## src/rtl/advanced_counter_pkg.sv

```systemverilog
// Shared field indices, widths and next-value arithmetic for the advanced_counter core.
// Decodes the ui_in control fields and clamps or wraps the count at the 8-bit limits.
package advanced_counter_pkg;

  localparam int COUNT_W  = 8;
  localparam int CNT_EN   = 0;
  localparam int UP       = 1;
  localparam int LOAD     = 2;
  localparam int SAT      = 3;
  localparam int STEP_LSB = 4;
  localparam int STEP_MSB = 7;

  typedef logic [3:0] step_t;

  // Computed at 9 bits so bit 8 flags carry (up) or borrow (down) for saturation.
  function automatic logic [COUNT_W-1:0] next_count(
    input logic [COUNT_W-1:0] cur,
    input logic               up,
    input logic               sat,
    input step_t              step
  );
    logic [COUNT_W:0] wide;
    logic [COUNT_W-1:0] res;
    if (up) begin
      wide = {1'b0, cur} + {5'b0_0000, step};
      res  = (sat && wide[COUNT_W]) ? {COUNT_W{1'b1}} : wide[COUNT_W-1:0];
    end else begin
      wide = {1'b0, cur} - {5'b0_0000, step};
      res  = (sat && wide[COUNT_W]) ? {COUNT_W{1'b0}} : wide[COUNT_W-1:0];
    end
    return res;
  endfunction

endpackage

```

## src/rtl/advanced_counter_if.sv

```systemverilog
// TinyTapeout-style pin bundle between the tile wrapper (master) and the counter core (slave).
// All signals are plain levels sampled on the core clock; there is no valid/ready handshake.
interface advanced_counter_if;
  logic       ena;
  logic [7:0] ui_in;
  logic [7:0] uio_in;
  logic [7:0] uo_out;
  logic [7:0] uio_out;
  logic [7:0] uio_oe;

  modport master (output ena, ui_in, uio_in, input uo_out, uio_out, uio_oe);
  modport slave  (input ena, ui_in, uio_in, output uo_out, uio_out, uio_oe);
endinterface

```

## src/rtl/advanced_counter_prescaler.sv

```systemverilog
// Free-running DIV_WIDTH-bit prescaler with synchronous clear; tick marks the all-ones phase.
module prescaler #(
  parameter int DIV_WIDTH = 24
) (
  input  logic clk,
  input  logic clr,
  input  logic adv,
  output logic tick
);
  logic [DIV_WIDTH-1:0] pre_q, pre_d;

  always_comb begin
    pre_d = pre_q;
    if (clr)      pre_d = '0;
    else if (adv) pre_d = pre_q + {{(DIV_WIDTH-1){1'b0}}, 1'b1};
  end

  always_ff @(posedge clk) begin
    pre_q <= pre_d;
  end

  assign tick = &pre_q;
endmodule

```

## src/rtl/tt_um_advanced_counter.sv

```systemverilog
// TinyTapeout tile wrapper: maps the standard pins onto the counter core, inverting rst_n.
module tt_um_advanced_counter #(
  parameter int DIV_WIDTH = 24
) (
  input  logic [7:0] ui_in,
  output logic [7:0] uo_out,
  input  logic [7:0] uio_in,
  output logic [7:0] uio_out,
  output logic [7:0] uio_oe,
  input  logic       ena,
  input  logic       clk,
  input  logic       rst_n
);
  advanced_counter_if bus ();

  assign bus.ena    = ena;
  assign bus.ui_in  = ui_in;
  assign bus.uio_in = uio_in;
  assign uo_out     = bus.uo_out;
  assign uio_out    = bus.uio_out;
  assign uio_oe     = bus.uio_oe;

  advanced_counter #(.DIV_WIDTH(DIV_WIDTH)) u_core (
    .clk (clk),
    .rst (~rst_n),
    .bus (bus)
  );
endmodule

```

## src/rtl/advanced_counter.sv

```systemverilog
// Programmable 8-bit up/down counter: prescaled ticks, 4-bit step, parallel load, wrap or saturate.
module advanced_counter
  import advanced_counter_pkg::*;
#(
  parameter int DIV_WIDTH = 24
) (
  input  logic                clk,
  input  logic                rst,
  advanced_counter_if.slave   bus
);
  logic               tick;
  logic               load;
  logic               pre_clr;
  step_t              step;
  logic [COUNT_W-1:0] count_q, count_d;

  assign load    = bus.ui_in[LOAD];
  assign step    = bus.ui_in[STEP_MSB:STEP_LSB];
  // Load restarts the phase so the next update comes a full period after the last load edge.
  assign pre_clr = rst | (bus.ena & load);

  prescaler #(.DIV_WIDTH(DIV_WIDTH)) u_prescaler (
    .clk  (clk),
    .clr  (pre_clr),
    .adv  (bus.ena),
    .tick (tick)
  );

  always_comb begin
    count_d = count_q;
    if (rst) begin
      count_d = '0;
    end else if (bus.ena) begin
      if (load)
        count_d = bus.uio_in;
      else if (tick && bus.ui_in[CNT_EN])
        count_d = next_count(count_q, bus.ui_in[UP], bus.ui_in[SAT], step);
    end
  end

  always_ff @(posedge clk) begin
    count_q <= count_d;
  end

  assign bus.uo_out  = count_q;
  assign bus.uio_out = 8'h00;
  assign bus.uio_oe  = 8'h00;
endmodule

```

## config.mk

```make
export PLATFORM = sky130hd
export DESIGN_NAME = tt_um_advanced_counter
export DESIGN_NICKNAME = d
export VERILOG_FILES = /design/src/rtl/advanced_counter_pkg.sv /design/src/rtl/advanced_counter_if.sv /design/src/rtl/advanced_counter_prescaler.sv /design/src/rtl/tt_um_advanced_counter.sv /design/src/rtl/advanced_counter.sv
export SDC_FILE = /design/constraint.sdc
export NUM_CORES = 1
export LEC_CHECK = 0
export CORE_ASPECT_RATIO = 0.7
export CORE_MARGIN = 10
export CORE_UTILIZATION = 53
export DETAILED_ROUTE_END_ITERATION = 10
export GPL_ROUTABILITY_DRIVEN = 1
export GPL_TIMING_DRIVEN = 0
export PLACE_DENSITY = 0.89
export SYNTH_ARGS = -nofsm -noshare
export SYNTH_HDL_FRONTEND = slang
export SYNTH_HIERARCHICAL = 1
export SYNTH_SLANG_ARGS = --single-unit
```

## constraint.sdc

```tcl
create_clock -name clk -period 2.7 [get_ports clk]
set_input_delay 0.54 -clock clk [delete_from_list [all_inputs] [get_ports clk]]
set_output_delay 0.54 -clock clk [all_outputs]
set_load 0.05 [all_outputs]
```

==> impl_metrics.py <==
metrics = {
    "sta": {
        "setup_tns_ns": 0,
        "rsz0062_at_grt": "yes",
        "fin_ws_ns": 0.0642,
        "hold_viol": 0,
        "fin_crit_sh_pct": 97.6,
        "hold-worst-slack_ns": 0.495,
        "finClkSkew_ns": 0.00714,
        "tightest_slew_ns": 0.771,
        "max-slew-margin-rel_pct": 47.9,
        "fin_crit_ns": 2.64,
        "slew_violations": 0,
        "setup_violations": 0,
        "fmax_mhz": 379,
    },
    "cells_and_area": {
        "area_delta_synth_final_pct": 21.8,
        "nFillCells": 361,
        "num_antenna_cells": 0,
        "nets": 366,
        "drive_gt1_share_pct": 16.0,
    },
    "clock_tree": {
        "numCtsBuffers": 5,
        "worst_setup_hold_path_clk_slew_ns": 0.07,
        "insertion_delay_ns": 0.28,
        "hold_buffers": 0,
        "clockRootBuffer": "clkbuf_8",
        "cts_setup_buffers": 0,
        "clk_path_buf_depth": 2,
        "h-tree-depth": 2,
        "tritoncts": "done",
        "clock_sinks": 32,
    },
    "place": {
        "hpwl_mm": 4.75,
        "post-place-ws_ns": -0.278,
        "place_congestion": 1.02,
        "port_buffers": 24,
    },
    "route": {
        "wl_mm": 6.31,
        "wl_per_cell_um": 16.1,
        "first_pass_iters": 5,
        "vias": 2315,
        "drc": 0,
        "vias_per_cell": 5.91,
        "drtIter0Drc": 227,
        "drtAntennaViolNets": 0,
    },
    "synth": {
        "synth_top_area_share_pct": 27.6,
        "ys_types": 57,
        "ys.flop_type": "dfxtp_1",
        "synthArstFlopShare_pct": 0,
        "synth_most_common_cell": "dfxtp_1",
        "syn-cell-area_um2": 2320,
        "synth_edf_count": 0,
        "yosysTopAreaCell": "dfxtp_1",
        "synth.avg_cell_area_um2": 8.00,
        "synthCells": 290,
        "synth.area.top_cells": "dfxtp_1 28%, buf_4 5.2%, ha_1 4.9%",
        "yosys-top-cells-count": "32 x dfxtp_1, 28 x nor2_1, 21 x a21oi_1",
        "synth-seq-cells": 32,
        "ys_warn_count": 6,
        "ys_seq_area_share_pct": 27.6,
    },
    "run": {
        "max_cap_violations": 0,
    },
    "die": {
        "dieWidth_um": 99.1,
        "initial_core_util_pct": 54.2,
        "rows": 20,
        "core_area_um2": 4280,
        "io_pins": 43,
        "die_area_um2": 7470,
        "die_y_um": 75.4,
    },
    "power_and_ir_drop": {
        "p_sw_mw": 0.414,
        "clockPowerShare_pct": 31.6,
        "swShare_pct": 33.7,
        "ir_drop_mv": 0.386,
        "p_per_area_nw_per_um2": 434,
        "p_comb_share_pct": 28.0,
        "power.total_mw": 1.23,
        "sequentialPowerShare_pct": 40.4,
        "power.leakage_nw": 1.05,
        "intPower_mw": 0.813,
    },
    "critical_path": {
        "timing.rr.end": "u_core/bus.uo_out[6]$_SDFFE_PP0P_",
        "startpoint_type": "input pin",
        "path_class": "in -> reg",
        "worstPathArrival_ns": 2.81,
        "cp_max_fo": 10,
        "worstPathRequired_ns": 2.88,
        "end_kind": "flip-flop",
        "reg2reg_depth": 8,
        "r2r_slack_ns": 0.12,
        "r2r_start": "u_core/u_prescaler/pre_q[3]$_SDFFE_PP0P_",
    },
    "min_path": {
        "min_from": "u_core/u_prescaler/pre_q[23]$_SDFFE_PP0P_",
        "worstHoldPathType": "reg -> reg",
        "worst_hold_path.num_cells": 2,
        "min_to": "u_core/u_prescaler/pre_q[23]$_SDFFE_PP0P_",
    },
    "global_routing": {
        "grt-busiest-layer": "met2",
        "grtUsageMet2_pct": 25.1,
        "grt_pass1_wl_mm": 10.3,
        "antenna_found_initial": 0,
        "grt_max_degree": 11,
        "met3_usage_pct": 5.25,
        "grtUsageTotal_pct": 16.7,
        "grt_util_met1_pct": 22.7,
        "grt.overflow.total": 0,
        "first_global_vias": 2161,
    },
    "status": {
        "status": "finished clean",
    },
}
## power groups by stage
stage                     clock network (mW)  registers (mW)  logic (mW)
after global placement                     0           0.506       0.312
after global routing                   0.421           0.498       0.366
after CTS                              0.393           0.496       0.322
after floorplan                            0           0.531       0.211
after detailed placement                   0           0.507       0.319
final                                  0.388           0.496       0.344
## what timing repair did
action | 4_1_cts | 5_1_grt
pin swaps | 0 | 0
gates resized for setup | 1 | 11
endpoints found under the setup margin | 1 | 7
## flip-flops by register name, indices dropped and copies added, names as in the netlist
| register | cells |
|---|---|
| u_core/bus.uo_out | 8 |
| u_core/u_prescaler/pre_q | 24 |
## how the worst max path moves through the flow
stage	startpoint	slack, ns	endpoint
floorplan	u_core/bus.uo_out[0]$_SDFFE_PP0P_	0.39	u_core/bus.uo_out[4]$_SDFFE_PP0P_
global placement	ui_in[4]	-0.30	u_core/bus.uo_out[4]$_SDFFE_PP0P_
detailed placement	ui_in[4]	-0.28	u_core/bus.uo_out[4]$_SDFFE_PP0P_
CTS	ui_in[7]	0.01	u_core/bus.uo_out[3]$_SDFFE_PP0P_
global route	ui_in[7]	0.0006	u_core/bus.uo_out[3]$_SDFFE_PP0P_
finish	ui_in[7]	0.06	u_core/bus.uo_out[2]$_SDFFE_PP0P_
## layout by cell type, fill, tap and decap left out, types with 3 or more instances in the layout
cell type	count
clkbuf_8	6
o21ai_0	19
clkbuf_1	7
nor4_1	4
a221oi_1	3
buf_4	16
nand4_1	7
nand2_1	17
nor2_1	27
dfxtp_1	32
conb_1	16
or4_1	4
mux2i_1	4
a211oi_1	4
xnor2_1	9
ha_1	9
buf_2	4
or3_1	10
and3_1	4
inv_1	15
nor3_1	6
xor2_1	6
o21bai_1	3
a21oi_1	21
nand3_1	6
clkdlybuf4s50_1	24
## final cells by class
cell class / count / area (um^2) / share of cell area [%]
Inverter: 15 / 56.3 / 1.99
Tap cell: 55 / 68.8 / 2.43
Timing Repair Buffer: 24 / 240 / 8.50
Multi-Input combinational cell: 227 / 1520 / 53.7
Sequential cell: 32 / 641 / 22.7
Buffer: 31 / 209 / 7.39
Clock inverter: 2 / 10.0 / 0.354
Clock buffer: 6 / 82.6 / 2.92
## worst max-delay path, stage by stage
cell and delay, ns:
clkdlybuf4s50_1 0.49, inv_1 0.06, ha_1 0.27, buf_2 0.20
nor3b_2 0.28, nor3_2 0.13, nor3_1 0.41, a211oi_1 0.10
a311oi_1 0.33
## metal layers
layer / up-vias / routed length (um) / share of wire [%]
li1: 1104 / - / -
met1: 1073 / 2780 / 44
met2: 125 / 2720 / 43
met3: 13 / 737 / 12
met4: 0 / 70 / 1.1
met5: - / 0 / 0
## kinds of logic after synthesis
| group | Yosys count | share of synthesized area [%] |
|---|---|---|
| fa+ha+maj | 11 | 6.58 |
| xor+xnor | 15 | 5.66 |
| compound gates | 69 | 19.7 |
| flops | 32 | 27.6 |
| simple gates | 112 | 27.2 |
| mux | 4 | 1.73 |
| buf+inv | 46 | 11.4 |
| other cells | 1 | 0.162 |
## per-stage QoR
step	instance area, um^2	instances	utilization (%)
floorplan	2380	305	-
global placement	2690	384	62.7
detailed placement	2690	384	62.7
CTS	2780	392	65.0
global route	2830	392	66.1
finish	2830	392	66.1
Power figures use the tool's default switching activity.
==> patch 1, RTL diff (same flow settings) <==
`DIV_WIDTH` is set to 24 in 3 places; all go to 32.
--- a/src/rtl/advanced_counter_prescaler.sv
+++ b/src/rtl/advanced_counter_prescaler.sv
@@ -1,5 +1,5 @@
 // Free-running DIV_WIDTH-bit prescaler with synchronous clear; tick marks the all-ones phase.
 module prescaler #(
-  parameter int DIV_WIDTH = 24
+  parameter int DIV_WIDTH = 32
 ) (
   input  logic clk,
--- a/src/rtl/tt_um_advanced_counter.sv
+++ b/src/rtl/tt_um_advanced_counter.sv
@@ -1,5 +1,5 @@
 // TinyTapeout tile wrapper: maps the standard pins onto the counter core, inverting rst_n.
 module tt_um_advanced_counter #(
-  parameter int DIV_WIDTH = 24
+  parameter int DIV_WIDTH = 32
 ) (
   input  logic [7:0] ui_in,
--- a/src/rtl/advanced_counter.sv
+++ b/src/rtl/advanced_counter.sv
@@ -3,5 +3,5 @@
   import advanced_counter_pkg::*;
 #(
-  parameter int DIV_WIDTH = 24
+  parameter int DIV_WIDTH = 32
 ) (
   input  logic                clk,
Formal check against the unedited RTL: same outputs for any inputs over 10 cycles, from zero or initial values and one cycle with rst_n low; that may be too few to reach the edited logic, so the function may still have changed.
==> patch 1 against the original RTL <==
- sequential cell count is 8 higher
- total power is 10% higher
- wire length grew 29%
- fmax fell by 1.0%
- largest cell class unchanged
- area after synthesis is 25% higher
- cell area up 26%
- worst setup slack worse by 27 ps
==> patch 1: results (changes against the original RTL) <==
Status
  – Status: complete, no violations (unchanged)

Detailed routing
  – Drt pass-1 iters: 6 (was 5)
  – Via-to-Cell Ratio: 6.17 (was 5.91)
  – Via count: 2924 (was 2315)
  – Routed len/inst: 17.2 um (was 16.1 um)

Yosys
  – Top cells by area, synth: dfxtp_1 28%, a21oi_1 4.8%, or4_1 4.4% (was dfxtp_1 28%, buf_4 5.2%, ha_1 4.9%)
  – Mapped Avg Cell Area: 8.37 um^2 (was 8.00 um^2)
  – Seq/Total Area, Yosys: 27.7% (was 27.6%)
  – Count of different cell masters after synthesis: 60 (was 57)
  – Synth cell count leaders: 40 x dfxtp_1, 28 x a21oi_1, 25 x nor2_1, 18 x nand2_1, 18 x o21ai_0 (was 32 x dfxtp_1, 28 x nor2_1, 21 x a21oi_1, 19 x o21ai_0, 17 x nand2_1)
  – Yosys reg bits: 40 (was 32)

Finish
  – Fill count: 420 (was 361)
  – Layout Nets: 432 (was 366)
  – Max FFs per register: 32 (was 24)
  – Layout cells sized above 1: 21.6% (was 16.0%)
  – Clock-cell share: 2.18% (was 3.28%)
  – Buffer share of cell area: 18.1% (was 15.9%)

GRT
  – Vias in the first global route: 2632 (was 2161)
  – Total global-route track usage: 17.3% (was 16.7%)
  – Global-route wire length before repair: 12700 um (was 10300 um)
  – Largest net degree at the start of global routing: 15 (was 11)

Die
  – Num tapcells: 72 (was 55)

Power and ir drop
  – Comb pwr share: 26.9% (was 28.0%)
  – Final Power: 1.35 mW (was 1.23 mW)

STA
  – Slew @ Worst Pin: 586 ps (was 771 ps)
  – Final Skew: 8.44 ps (was 7.14 ps)

Placed design
  – Placed cell area: 0.00329 mm^2 (was 0.00269 mm^2)
  – RePlAce Congestion: 1.00 (was 1.02)

Setup path
  – Top delay family on crit path: compound AO/OA/AOI/OAI gates (was simple AND/OR/NAND/NOR gates)
  – CP arrival: 2870 ps (was 2810 ps)
  – Crit-path max FO: 9 (was 10)

CTS
  – CTS resizes: 14 (was 1)
  – # Post-CTS Setup Buffers: 6 (was 0)
patch 1: changes by cell type after synthesis, sizes merged, moves of 4 or more:
cell	change
or3	-4
xnor2	-4
dfxtp	+8
and3	+5
nand4	+6
a21oi	+7
or4	+15
o31ai	+12
patch 1: metrics by stage:
| step | setup TNS [ps] | hold slack, ps | utilization, % |
|---|---|---|---|
| after floorplan | 0 | 445 | - |
| after global placement | -1740 | 457 | 62.6 |
| after detailed placement | -2110 | 467 | 62.6 |
| after CTS | 0 | 480 | 65.5 |
| after global routing | -4.87 | 524 | 67.6 |
| final | 0 | 482 | 67.6 |
patch 1: kinds of logic (layout without fill, tap and decap cells):
family / count (synthesis) / after routing / share of synthesized area, %
simple gates: 137 / 137 / 28.1
compound gates: 88 / 88 / 20.4
buf+inv: 52 / 93 / 13.1
flops: 40 / 40 / 27.7
xor+xnor: 12 / 12 / 3.63
fa+ha+maj: 11 / 11 / 5.27
mux: 5 / 5 / 1.77
other cells: 1 / 16 / 0.130
patch 1: final timing paths:
kind | cells after the start | to | slack (ps) | from
worst max-delay path | 9 | u_core/bus.uo_out[7] | 40 | ui_in[7]
worst min-delay path | 2 | u_core/u_prescaler/pre_q[29] | 480 | u_core/u_prescaler/pre_q[29]
worst max register to register | 10 | u_core/bus.uo_out[1] | 130 | u_core/u_prescaler/pre_q[9]
worst min register to register | 2 | u_core/u_prescaler/pre_q[29] | 480 | u_core/u_prescaler/pre_q[29]
patch 1: layer usage:
metal | vias to the layer above | routed length [um] | track usage (%)
li1 | 1368 | - | -
met4 | 0 | 125 | 3.67
met1 | 1357 | 3400 | 22.8
met2 | 176 | 3680 | 27.9
met5 | - | 0 | 0
met3 | 23 | 953 | 4.46
==> patch 2, RTL diff (same flow settings) <==
Without the edit above. Register the inputs `ui_in`, `uio_in` and `ena` before use. The logic sees them one clock later.
--- a/src/rtl/tt_um_advanced_counter.sv
+++ b/src/rtl/tt_um_advanced_counter.sv
@@ -12,9 +12,20 @@
   input  logic       rst_n
 );
+
+  logic [7:0] ui_q;
+  logic [7:0] uio_q;
+  logic ena_q;
+
+  always_ff @(posedge clk) begin
+      ui_q  <= ui_in;
+      uio_q <= uio_in;
+      ena_q <= ena;
+  end
+
   advanced_counter_if bus ();
 
-  assign bus.ena    = ena;
-  assign bus.ui_in  = ui_in;
-  assign bus.uio_in = uio_in;
+  assign bus.ena    = ena_q;
+  assign bus.ui_in  = ui_q;
+  assign bus.uio_in = uio_q;
   assign uo_out     = bus.uo_out;
   assign uio_out    = bus.uio_out;
Function: changed (a bounded check fails within 4 cycles, from zero or initial values and one cycle with rst_n low).
==> patch 2 against the original RTL <==
- final cell count rose by 1.0%
- wire length fell by 8.3%
- area after synthesis rose by 9.5%
- total power rose by 36%
- worst setup slack improved by 64 ps
- critical endpoint unchanged
- cell area rose by 8.5%
- sequential cell count rose by 17
- utilization rose by 2.4 points
==> patch 2: results (changes against the original RTL) <==
STA
  – Max_slew headroom: 65.9% (was 47.9%)
  – Final Skew: 9.17 ps (was 7.14 ps)

Yosys
  – Seq/Total Area, Yosys: 38.6% (was 27.6%)
  – Synth cell count leaders: 49 x dfxtp_1, 25 x a21oi_1, 25 x nor2_1, 21 x nand2_1, 16 x buf_4 (was 32 x dfxtp_1, 28 x nor2_1, 21 x a21oi_1, 19 x o21ai_0, 17 x nand2_1)
  – XOR/XNOR share of the synthesized area: 5.17% (was 5.66%)
  – Ys async rst share: 0% (unchanged)
  – Top cells by area, synth: dfxtp_1 39%, a21oi_1 4.9%, buf_4 4.7% (was dfxtp_1 28%, buf_4 5.2%, ha_1 4.9%)
  – Warnings from Yosys: 6 (unchanged)
  – Count of different cell masters after synthesis: 53 (was 57)
  – Multiplexer share of the synthesized area: 2.02% (was 1.73%)
  – Post-synthesis compound-gate area fraction: 16.5% (was 19.7%)
  – Adder-cell area share of the yosys netlist: 6.01% (was 6.58%)

GRT
  – Met1 Use GR: 20.5% (was 22.7%)
  – Total global-route track usage: 14.9% (was 16.7%)
  – Global-route wire length before repair: 9560 um (was 10300 um)
  – Vias in the first global route: 2051 (was 2161)
  – Initial antenna violation count: 0 (unchanged)
  – Largest net degree at the start of global routing: 17 (was 11)
  – GR Layer Usage met2: 20.9% (was 25.1%)
  – Met3 usage in global routing: 5.31% (was 5.25%)

Placed design
  – Post-DP HPWL: 4420 um (was 4750 um)
  – Placed cell area: 0.00293 mm^2 (was 0.00269 mm^2)
  – I/O Buffers: 26 (was 24)
  – RePlAce Congestion: 0.927 (was 1.02)
  – Post-place setup slack: 194 ps (was -278 ps)

Setup path
  – Max incr delay on CP: 410 ps (was 490 ps)
  – Slowest-stage cell, CP: fa_1 (was clkdlybuf4s50_1)
  – CP arrival: 2780 ps (was 2810 ps)
  – Crit-path max FO: 4 (was 10)

Power and ir drop
  – Leakage Power: 1.20 nW (was 1.05 nW)
  – Seq pwr share: 45.7% (was 40.4%)
  – Power share of the clock group: 37.9% (was 31.6%)
  – Switch share: 26.8% (was 33.7%)
  – VDD IR max: 305 uV (was 386 uV)

CTS
  – CTS resizes: 0 (was 1)
  – Clk Latency, worst-skew pair: 310 ps (was 280 ps)
  – Cts bufs inserted: 5 (unchanged)
  – Worst-path clk slew: 90 ps (was 70 ps)
  – H-tree depth: 2 (unchanged)
  – Clock Tree Root: clkbuf_8 (unchanged)
  – Max Root-Sink Buffers: 2 (unchanged)
  – # Post-CTS Setup Buffers: 0 (unchanged)

Detailed routing
  – Via count: 2205 (was 2315)
  – DR iter-0 viols: 293 (was 227)
  – Routed len/inst: 14.6 um (was 16.1 um)
  – Drt pass-1 iters: 7 (was 5)

Finish
  – Register with the most flip-flops: u_core/u_prescaler/pre_q (unchanged)
  – Max FFs per register: 24 (unchanged)
  – Ant diodes: 0 (unchanged)
  – Layout Nets: 370 (was 366)
  – Layout cells sized above 1: 11.7% (was 16.0%)

Status
  – Status: complete, no violations (unchanged)

Worst hold path
  – Worst Hold Class: reg2reg (unchanged)
## patch 2: kinds of logic (layout without fill, tap and decap cells)
family	after synthesis	after routing
other	1	16
AO/OA/AOI/OAI	64	64
flip-flops	49	49
AND/OR/NAND/NOR	108	108
multiplexers	5	5
adder cells (fa/ha/maj)	11	11
buffers and inverters	39	73
XOR/XNOR	15	15
## patch 2: per-layer routing
| metal | share of wire [%] | vias to the layer above |
|---|---|---|
| li1 | - | 1097 |
| met1 | 48 | 1014 |
| met2 | 42 | 92 |
| met3 | 9.2 | 2 |
| met4 | 0.57 | 0 |
| met5 | 0 | - |
## patch 2: layout make-up
type / count / area, um^2
well taps: 55 / 68.8
plain buffers: 24 / 155
fillers: 379 / 1410
clock buffers: 5 / 68.8
multi-input cells: 219 / 1410
inverters: 15 / 56.3
repair buffers: 26 / 260
flip-flops and latches: 49 / 981
clock inverters: 3 / 68.8
## patch 2: stage by stage
| stage | power (mW) | instances |
|---|---|---|
| floorplan | 0.978 | 307 |
| global placement | 1.04 | 388 |
| detailed placement | 1.05 | 388 |
| CTS | 1.68 | 396 |
| global route | 1.73 | 396 |
| finish | 1.67 | 396 |
## patch 2: final timing paths
path	startpoint	to	slack, ps	cells after the start
max	u_core/bus.uo_out[0]	u_core/bus.uo_out[2]	130	10
min	u_core/u_prescaler/pre_q[22]	u_core/u_prescaler/pre_q[22]	500	2
max reg2reg	u_core/bus.uo_out[0]	u_core/bus.uo_out[2]	130	10
min reg2reg	u_core/u_prescaler/pre_q[22]	u_core/u_prescaler/pre_q[22]	500	2
## patch 2: critical path: cells and delay by family, from the launching register on
kind / cells / cell delay [ps]
AO/OA/AOI/OAI: 5 / 1260
adder cells (fa/ha/maj): 2 / 590
flip-flops: 1 / 340
buffers and inverters: 2 / 150
AND/OR/NAND/NOR: 1 / 110
